<file path="config.mk">
export PLATFORM = sky130hd
export DESIGN_NAME = bcd_to_bin
export DESIGN_NICKNAME = d
export VERILOG_FILES = /design/src/rtl/bcd_to_bin.sv
export SDC_FILE = /design/constraint.sdc
export NUM_CORES = 1
export LEC_CHECK = 0
export ABC_CLOCK_PERIOD_IN_PS = 7600
export CAP_MARGIN = 0
export CORE_MARGIN = 2
export CORE_UTILIZATION = 60
export DETAILED_ROUTE_END_ITERATION = 6
export PLACE_DENSITY = 0.86
export SYNTH_ARGS = -nofsm -noshare
export SYNTH_HDL_FRONTEND = slang
export SYNTH_SLANG_ARGS = --single-unit
</file>
<file path="constraint.sdc">
create_clock -name Sys_CLK -period 7.6 [get_ports Sys_CLK]
set_clock_uncertainty 0.15 [all_clocks]
set_input_delay 1.52 -clock Sys_CLK [delete_from_list [all_inputs] [get_ports Sys_CLK]]
set_output_delay 1.52 -clock Sys_CLK [all_outputs]
set_load 0.03 [all_outputs]
</file>
<file path="src/rtl/bcd_to_bin.sv">
// Six-digit packed BCD to 20-bit binary converter.
// Serial MSD-first multiply-by-ten accumulation, one digit per clock.
module bcd_to_bin (
  input  logic        Sys_CLK,
  input  logic        Sys_RST_N,
  input  logic        Start,
  input  logic [23:0] Data_BCD,
  output logic [19:0] Data_Bin,
  output logic        Busy,
  output logic        Done,
  output logic        Err
);

  typedef enum logic [1:0] {
    IDLE,
    CONV,
    DONE
  } state_t;

  state_t      state_q, state_d;
  logic [23:0] sr_q, sr_d;
  logic [19:0] acc_q, acc_d;
  logic [19:0] bin_q, bin_d;
  logic [2:0]  cnt_q, cnt_d;
  logic        inv_q, inv_d;
  logic        err_q, err_d;
  logic        busy_q, busy_d;
  logic        done_q, done_d;

  logic [3:0]  nib;
  logic [19:0] acc_nx;
  logic        nib_bad;

  assign nib     = sr_q[23:20];
  assign nib_bad = (nib > 4'd9);
  // Invalid nibbles still accumulate raw; overflow wraps mod 2^20.
  assign acc_nx  = (acc_q << 3) + (acc_q << 1) + {16'd0, nib};

  always_comb begin
    state_d = state_q;
    sr_d    = sr_q;
    acc_d   = acc_q;
    bin_d   = bin_q;
    cnt_d   = cnt_q;
    inv_d   = inv_q;
    err_d   = err_q;
    busy_d  = 1'b0;
    done_d  = 1'b0;
    unique case (state_q)
      IDLE: begin
        if (Start) begin
          sr_d    = Data_BCD;
          acc_d   = '0;
          cnt_d   = 3'd5;
          inv_d   = 1'b0;
          busy_d  = 1'b1;
          state_d = CONV;
        end
      end
      CONV: begin
        acc_d = acc_nx;
        sr_d  = sr_q << 4;
        inv_d = inv_q | nib_bad;
        if (cnt_q == 3'd0) begin
          bin_d   = acc_nx;
          err_d   = inv_q | nib_bad;
          done_d  = 1'b1;
          state_d = DONE;
        end else begin
          cnt_d  = cnt_q - 3'd1;
          busy_d = 1'b1;
        end
      end
      DONE: begin
        state_d = IDLE;
      end
      default: begin
        state_d = IDLE;
      end
    endcase
  end

  always_ff @(posedge Sys_CLK) begin
    if (!Sys_RST_N) begin
      state_q <= IDLE;
      sr_q    <= '0;
      acc_q   <= '0;
      bin_q   <= '0;
      cnt_q   <= '0;
      inv_q   <= 1'b0;
      err_q   <= 1'b0;
      busy_q  <= 1'b0;
      done_q  <= 1'b0;
    end else begin
      state_q <= state_d;
      sr_q    <= sr_d;
      acc_q   <= acc_d;
      bin_q   <= bin_d;
      cnt_q   <= cnt_d;
      inv_q   <= inv_d;
      err_q   <= err_d;
      busy_q  <= busy_d;
      done_q  <= done_d;
    end
  end

  assign Data_Bin = bin_q;
  assign Busy     = busy_q;
  assign Done     = done_q;
  assign Err      = err_q;

endmodule
</file>
==> reports/metrics.yaml, run 1 <==
crit_end: "acc_q[14]"
worst_margin_slew_ns: 1.13
rr_startpoint: "acc_q[0]"
outcome: "completed"
number_of_flops_mapped_to_enable_cells_by_yosys: 0
die_w_microns: 84.5
io_pins: 50
synth_seq_area_share_pct: 37.1
max_slew_margin_pct: 24.5
finalMaxSlewViolations: 0
design_power_total_w: 0.000823
die_area_sq_mm: 0.00713
antenna-diode-count: 0
postSynth.asyncResetShare_pct: 0
end_of_the_worst_register_to_register_path: "acc_q[18]"
max_stage_delay_ns: 0.94
cts.path.max_buffers: 2
tritoncts_clock_tree: "built"
syn_nets: 548
drtPass1Iterations: 5
yosysUniqueCellTypes: 45
postLayoutCellArea_sq_mm: 0.00455
cap_violations: 0
layout-area-overhead-vs-synth_pct: 17.2
worst_ep_required_time_ns: 7.72
die-height_microns: 84.5
cp_slowest_cell: "sky130_fd_sc_hd__nor3_1"
initial_utilization_pct: 61.5
floorplan.rows: 29
viasPerCell: 5.93
report.final.hold_viol_count: 0
totalNegativeSetupSlack_ns: 0
drt_drc_violations_left: 0
clkTransAtPathRegs_ns: 0.08
layout_cell_share_with_drive_strength_beyond_1_pct: 4.62
crit_path_cell_trace: "clkdlybuf4s50_1 > inv_1 > nor3_1 > nand2_1 > o21ai_0"
power_per_cell_area_mw_per_mm2: 181
cts_made_buffers: 9
layout.cells.most_common: "sky130_fd_sc_hd__nand2_1"
ant_nets: 0
port_buffers: 49
globalplace.congestion: 0.861
synthesis.area_per_instance_sq_um: 8.04
synth.cell_area_sq_mm: 0.00388
worst_setup_sp_type: "primary input"
worst-r2r-cell-count: 10
critical_path_peak_fanout: 35
wl_per_cell_microns: 15.4
final.period_utilization_pct: 54.0
synthCells: 483
rsz_0062_raised_after_global_routing: "no"
route.vias.total: 3541
post-route-util_pct: 72.1
nNetsFinal: 580
coreArea_sq_mm: 0.00631
synth_seq_cells: 72
setup.worst_path.class: "in2reg"
grt_start_max_net_pins: 41
cts_hold_buf: 0
groute.usage.overall_pct: 26.4
tritoncts_num_sinks: 72
clock_tree.htree_level_count: 3
yosysWarningCount: 0
place_hpwl_microns: 6430
postSynth.topFlopCell: "sky130_fd_sc_hd__dfxtp_1"
cellLeakagePower_nw: 1.89
instance_area_after_placement_sq_mm: 0.00437
routed_wirelength_microns: 9170
post_cts.resized_instances: 0
cp-startpoint: "Sys_RST_N"
setup_viol_count_final: 0
fin_crit_ns: 4.10
postCtsSetupRepairBufs: 0
cp-end-kind: "register"
clock.fmax_ghz: 0.244
worst-r2r-setup-slack_ns: 4.27
worst_hold_path_type: "reg2reg"
grt_overflow_total: 0
layout.cells.most_common_list: "sky130_fd_sc_hd__nand2_1, sky130_fd_sc_hd__dfxtp_1, sky130_fd_sc_hd__nor2_1, sky130_fd_sc_hd__clkdlybuf4s50_1, sky130_fd_sc_hd__a21oi_1"
clock_tree.root_cell: "sky130_fd_sc_hd__clkbuf_8"
worst_skew_pair.late_latency_ns: 0.35
antenna_found_initial: 0
grt_pass1_wl_microns: 15400
timing.critical_path.arrival_ns: 4.22
number_of_global_route_vias_before_repair: 3384
drt_iter0_markers: 174
vdd_ir_drop_max_v: 0.000164
-- worst max-delay path, delay by kind of cell --
kind	cells	cell delay (ns)
buf+inv	2	1.52
simple gates	2	1.06
compound gates	1	0.10
-- worst min path at each step --
stage | from | end | slack (ns) | cells after the start
after floorplan | acc_q[17] | acc_q[17] | 0.28 | 2
after global placement | acc_q[17] | acc_q[17] | 0.29 | 2
after detailed placement | Data_Bin[2] | Data_Bin[2] | 0.30 | 2
after CTS | Data_Bin[18] | Data_Bin[18] | 0.32 | 2
after global routing | Data_Bin[5] | Data_Bin[5] | 0.33 | 2
final | Data_Bin[18] | Data_Bin[18] | 0.32 | 2
-- where the power goes --
| group | internal (W) | switching [W] | total [W] | leakage (nW) |
|---|---|---|---|---|
| sequential | 0.000398 | 0.0000141 | 0.000412 | 0.587 |
| combinational | 0.0000473 | 0.0000744 | 0.000122 | 1.21 |
| clock | 0.000124 | 0.000165 | 0.000289 | 0.0884 |
| total | 0.000570 | 0.000253 | 0.000823 | 1.89 |
-- state kept, by name (all words and copies together), names as in the netlist --
name and cells:
Data_Bin 20, Done 1, acc_q 19, cnt_q 3, Err 1, state_q 2, sr_q 24, inv_q 1
Busy 1
-- cell usage after synthesis, types with 2 or more instances --
cell type	n	area (sq um)
sky130_fd_sc_hd__nor3_1	6	30.0
sky130_fd_sc_hd__ha_1	36	450
sky130_fd_sc_hd__or4_1	2	15.0
sky130_fd_sc_hd__nand4_1	5	31.3
sky130_fd_sc_hd__fa_1	2	40.0
sky130_fd_sc_hd__xnor2_1	10	87.6
sky130_fd_sc_hd__o221ai_1	2	17.5
sky130_fd_sc_hd__nand4b_1	2	17.5
sky130_fd_sc_hd__nand2_1	78	293
sky130_fd_sc_hd__buf_1	2	7.51
sky130_fd_sc_hd__and2_1	4	25.0
sky130_fd_sc_hd__a22oi_1	9	67.6
sky130_fd_sc_hd__a32o_1	3	30.0
sky130_fd_sc_hd__nor2_1	61	229
sky130_fd_sc_hd__a211oi_1	5	37.5
sky130_fd_sc_hd__or2_2	2	12.5
sky130_fd_sc_hd__or3_1	3	18.8
sky130_fd_sc_hd__xor2_1	6	52.6
sky130_fd_sc_hd__a21o_1	6	45.0
sky130_fd_sc_hd__inv_1	19	71.3
sky130_fd_sc_hd__clkbuf_1	26	97.6
sky130_fd_sc_hd__o22ai_1	2	12.5
sky130_fd_sc_hd__a21oi_1	43	215
sky130_fd_sc_hd__dfxtp_1	72	1440
sky130_fd_sc_hd__o211ai_1	3	22.5
sky130_fd_sc_hd__buf_2	2	10.0
sky130_fd_sc_hd__nand3_1	12	60.1
sky130_fd_sc_hd__nor2b_1	7	43.8
sky130_fd_sc_hd__o21ai_0	15	75.1
sky130_fd_sc_hd__a31oi_1	3	18.8
sky130_fd_sc_hd__a311oi_1	21	184
-- logic make-up after synthesis --
kind of cell               count (synthesis)  share of synthesized area [%]
xor gates and xnor gates                  16                           3.61
and+or+nand+nor                          185                           20.5
AOI/OAI and AO/OA                        122                           21.1
buffers and inverters                     50                           5.09
adders and majority gates                 38                           12.6
DFF                                       72                           37.1
-- stage by stage --
| stage | hold WS (ns) | cells | worst slack [ns] |
|---|---|---|---|
| after floorplan | 0.279 | 483 | 4.73 |
| after global placement | 0.294 | 581 | 3.31 |
| after detailed placement | 0.304 | 581 | 3.24 |
| after CTS | 0.318 | 597 | 3.53 |
| after global routing | 0.329 | 597 | 3.17 |
| final | 0.315 | 597 | 3.50 |
-- cell type report --
class,instances,area (sq um)
timing repair buffer,52,513
fill,508,1760
tap,77,96.3
multi-input combinational,361,2240
inverter,19,71.3
clock buffer,9,124
sequential,72,1440
clock inverter,7,61.3
-- metal layers --
metal	vias to the layer above	global-route usage (%)	wire (microns)	part of all wire, %
li1	1765	-	-	-
met1	1647	33.2	4080	45
met2	101	44.7	4390	48
met3	28	4.23	429	4.7
met4	0	12.1	267	2.9
met5	-	0	0	0
Power figures use the tool's default switching activity.
==> run 2, diff against run 1 <==
- ABC_CLOCK_PERIOD_IN_PS: 7600 -> 3500
- CORE_UTILIZATION: 60 -> 50
- PLACE_DENSITY: 0.86 -> 0.76
- clock period: 7.6 -> 3.5 ns (I/O delays scaled with it)
==> reports/metrics.yaml, run 2 (same netlist as run 1, synthesis figures left out) <==
outcome: "completed"
place_hpwl_microns: 6660
final.period_utilization_pct: 87.5
nNetsFinal: 583
cap_violations: 0
cts_hold_buf: 0
port_buffers: 49
worst_hold_path_type: "reg2reg"
vdd_ir_drop_max_v: 0.000274
routed_wirelength_microns: 9260
clock.fmax_ghz: 0.326
tritoncts_clock_tree: "built"
rsz_0062_raised_after_global_routing: "no"
cts_made_buffers: 9
power_per_cell_area_mw_per_mm2: 409
max_slew_margin_pct: 28.2
worst_ep_required_time_ns: 3.58
setup.worst_path.class: "reg2reg"
setup_viol_count_final: 0
finalMaxSlewViolations: 0
totalNegativeSetupSlack_ns: 0
grt_pass1_wl_microns: 15500
route.vias.total: 3466
layout-area-overhead-vs-synth_pct: 19.5
initial_utilization_pct: 51.1
fin_crit_ns: 3.06
post_cts.resized_instances: 0
instance_area_after_placement_sq_mm: 0.00442
report.final.hold_viol_count: 0
globalplace.congestion: 0.932
drt_drc_violations_left: 0
regMostFlops: "sr_q"
worst_margin_slew_ns: 1.07
antenna-diode-count: 0
placement.setup.worst_slack_ns: 0.455
number_of_global_route_vias_before_repair: 3306
wl_per_cell_microns: 14.8
clock_tree.root_cell: "sky130_fd_sc_hd__clkbuf_8"
grt_overflow_total: 0
layout_cell_share_with_drive_strength_beyond_1_pct: 4.97
postCtsSetupRepairBufs: 0
clkTransAtPathRegs_ns: 0.08
cts.path.max_buffers: 2
coreArea_sq_mm: 0.00761
post-place-cells: 609
fillerInstances: 682
io_pins: 50
critical_path_peak_fanout: 3
finalNonFillerCells: 625
layout_setup_ws_ns: 0.437
die_w_microns: 92.1
largest_register_ffs: 24
timing.critical_path.arrival_ns: 3.15
antenna_found_initial: 0
cellLeakagePower_nw: 1.92
grt_start_max_net_pins: 60
drt_iter0_markers: 175
cp-end-kind: "register"
layout.cells.most_common: "sky130_fd_sc_hd__nand2_1"
ant_nets: 0
groute.usage.overall_pct: 22.5
clock_tree.htree_level_count: 3
tritoncts_num_sinks: 72
viasPerCell: 5.55
postLayoutCellArea_sq_mm: 0.00464
die_area_sq_mm: 0.00849
die-height_microns: 92.1
layout.cells.most_common_list: "sky130_fd_sc_hd__nand2_1, sky130_fd_sc_hd__dfxtp_1, sky130_fd_sc_hd__nor2_1, sky130_fd_sc_hd__clkdlybuf4s50_1, sky130_fd_sc_hd__a21oi_1"
floorplan.rows: 32
worst_skew_pair.late_latency_ns: 0.35
worst_setup_sp_type: "register"
drtPass1Iterations: 4
[run 2: changes by cell type in the layout (fill, tap and decap cells not counted), sizes merged]
cell    previous run  this run
buf                3         6
bufinv             0         2
inv               22        20
clkbuf             9        10
clkinv             2         1
[run 2: through the flow]
step	util [%]	hold slack [ns]	total power [W]
finish	61.0	0.307	0.00190
global placement	58.1	0.295	0.00117
detailed placement	58.1	0.300	0.00118
CTS	61.0	0.311	0.00190
global route	61.0	0.331	0.00198
floorplan	-	0.279	0.00109
[run 2: area by class of cell]
class	instances	area [sq um]	share of cell area, %
clock buffer	10	128	2.75
clock inverter	6	92.6	2.00
inverter	19	71.3	1.54
multi-input combinational	361	2240	48.4
sequential	72	1440	31.1
tap	102	128	2.75
timing repair buffer	55	536	11.5
[run 2: final timing paths]
| check | from | to | slack, ns | cells past startpoint |
|---|---|---|---|---|
| worst max-delay path | acc_q[0] | acc_q[18] | 0.44 | 10 |
| worst min-delay path | Data_Bin[13] | Data_Bin[13] | 0.31 | 2 |
| worst max register to register | acc_q[0] | acc_q[18] | 0.44 | 10 |
| worst min register to register | Data_Bin[13] | Data_Bin[13] | 0.31 | 2 |
[run 2: where the power goes]
part / leakage (nW) / switching, W / internal, W
sequential: 0.587 / 0.0000302 / 0.000865
combinational: 1.23 / 0.000164 / 0.000106
clock: 0.103 / 0.000328 / 0.000405
[run 2: per-layer routing]
layer  wire length, microns  vias to the layer above  track usage [%]
met5                      0                        -                0
met4                    202                        0             8.46
met3                    325                       17             4.11
met2                   4350                       84             36.5
met1                   4380                     1597             29.8
li1                       -                     1768                -
[run 2: critical path: stages (launching register included)]
cell                       delay (ns)
sky130_fd_sc_hd__dfxtp_1         0.37
sky130_fd_sc_hd__inv_1           0.08
sky130_fd_sc_hd__fa_1            0.50
sky130_fd_sc_hd__fa_1            0.47
sky130_fd_sc_hd__nand2b_1        0.18
sky130_fd_sc_hd__a21oi_1         0.22
sky130_fd_sc_hd__o211ai_2        0.13
sky130_fd_sc_hd__a211oi_1        0.29
sky130_fd_sc_hd__o21ai_0         0.15
sky130_fd_sc_hd__and2_1          0.16
sky130_fd_sc_hd__a32o_1          0.25
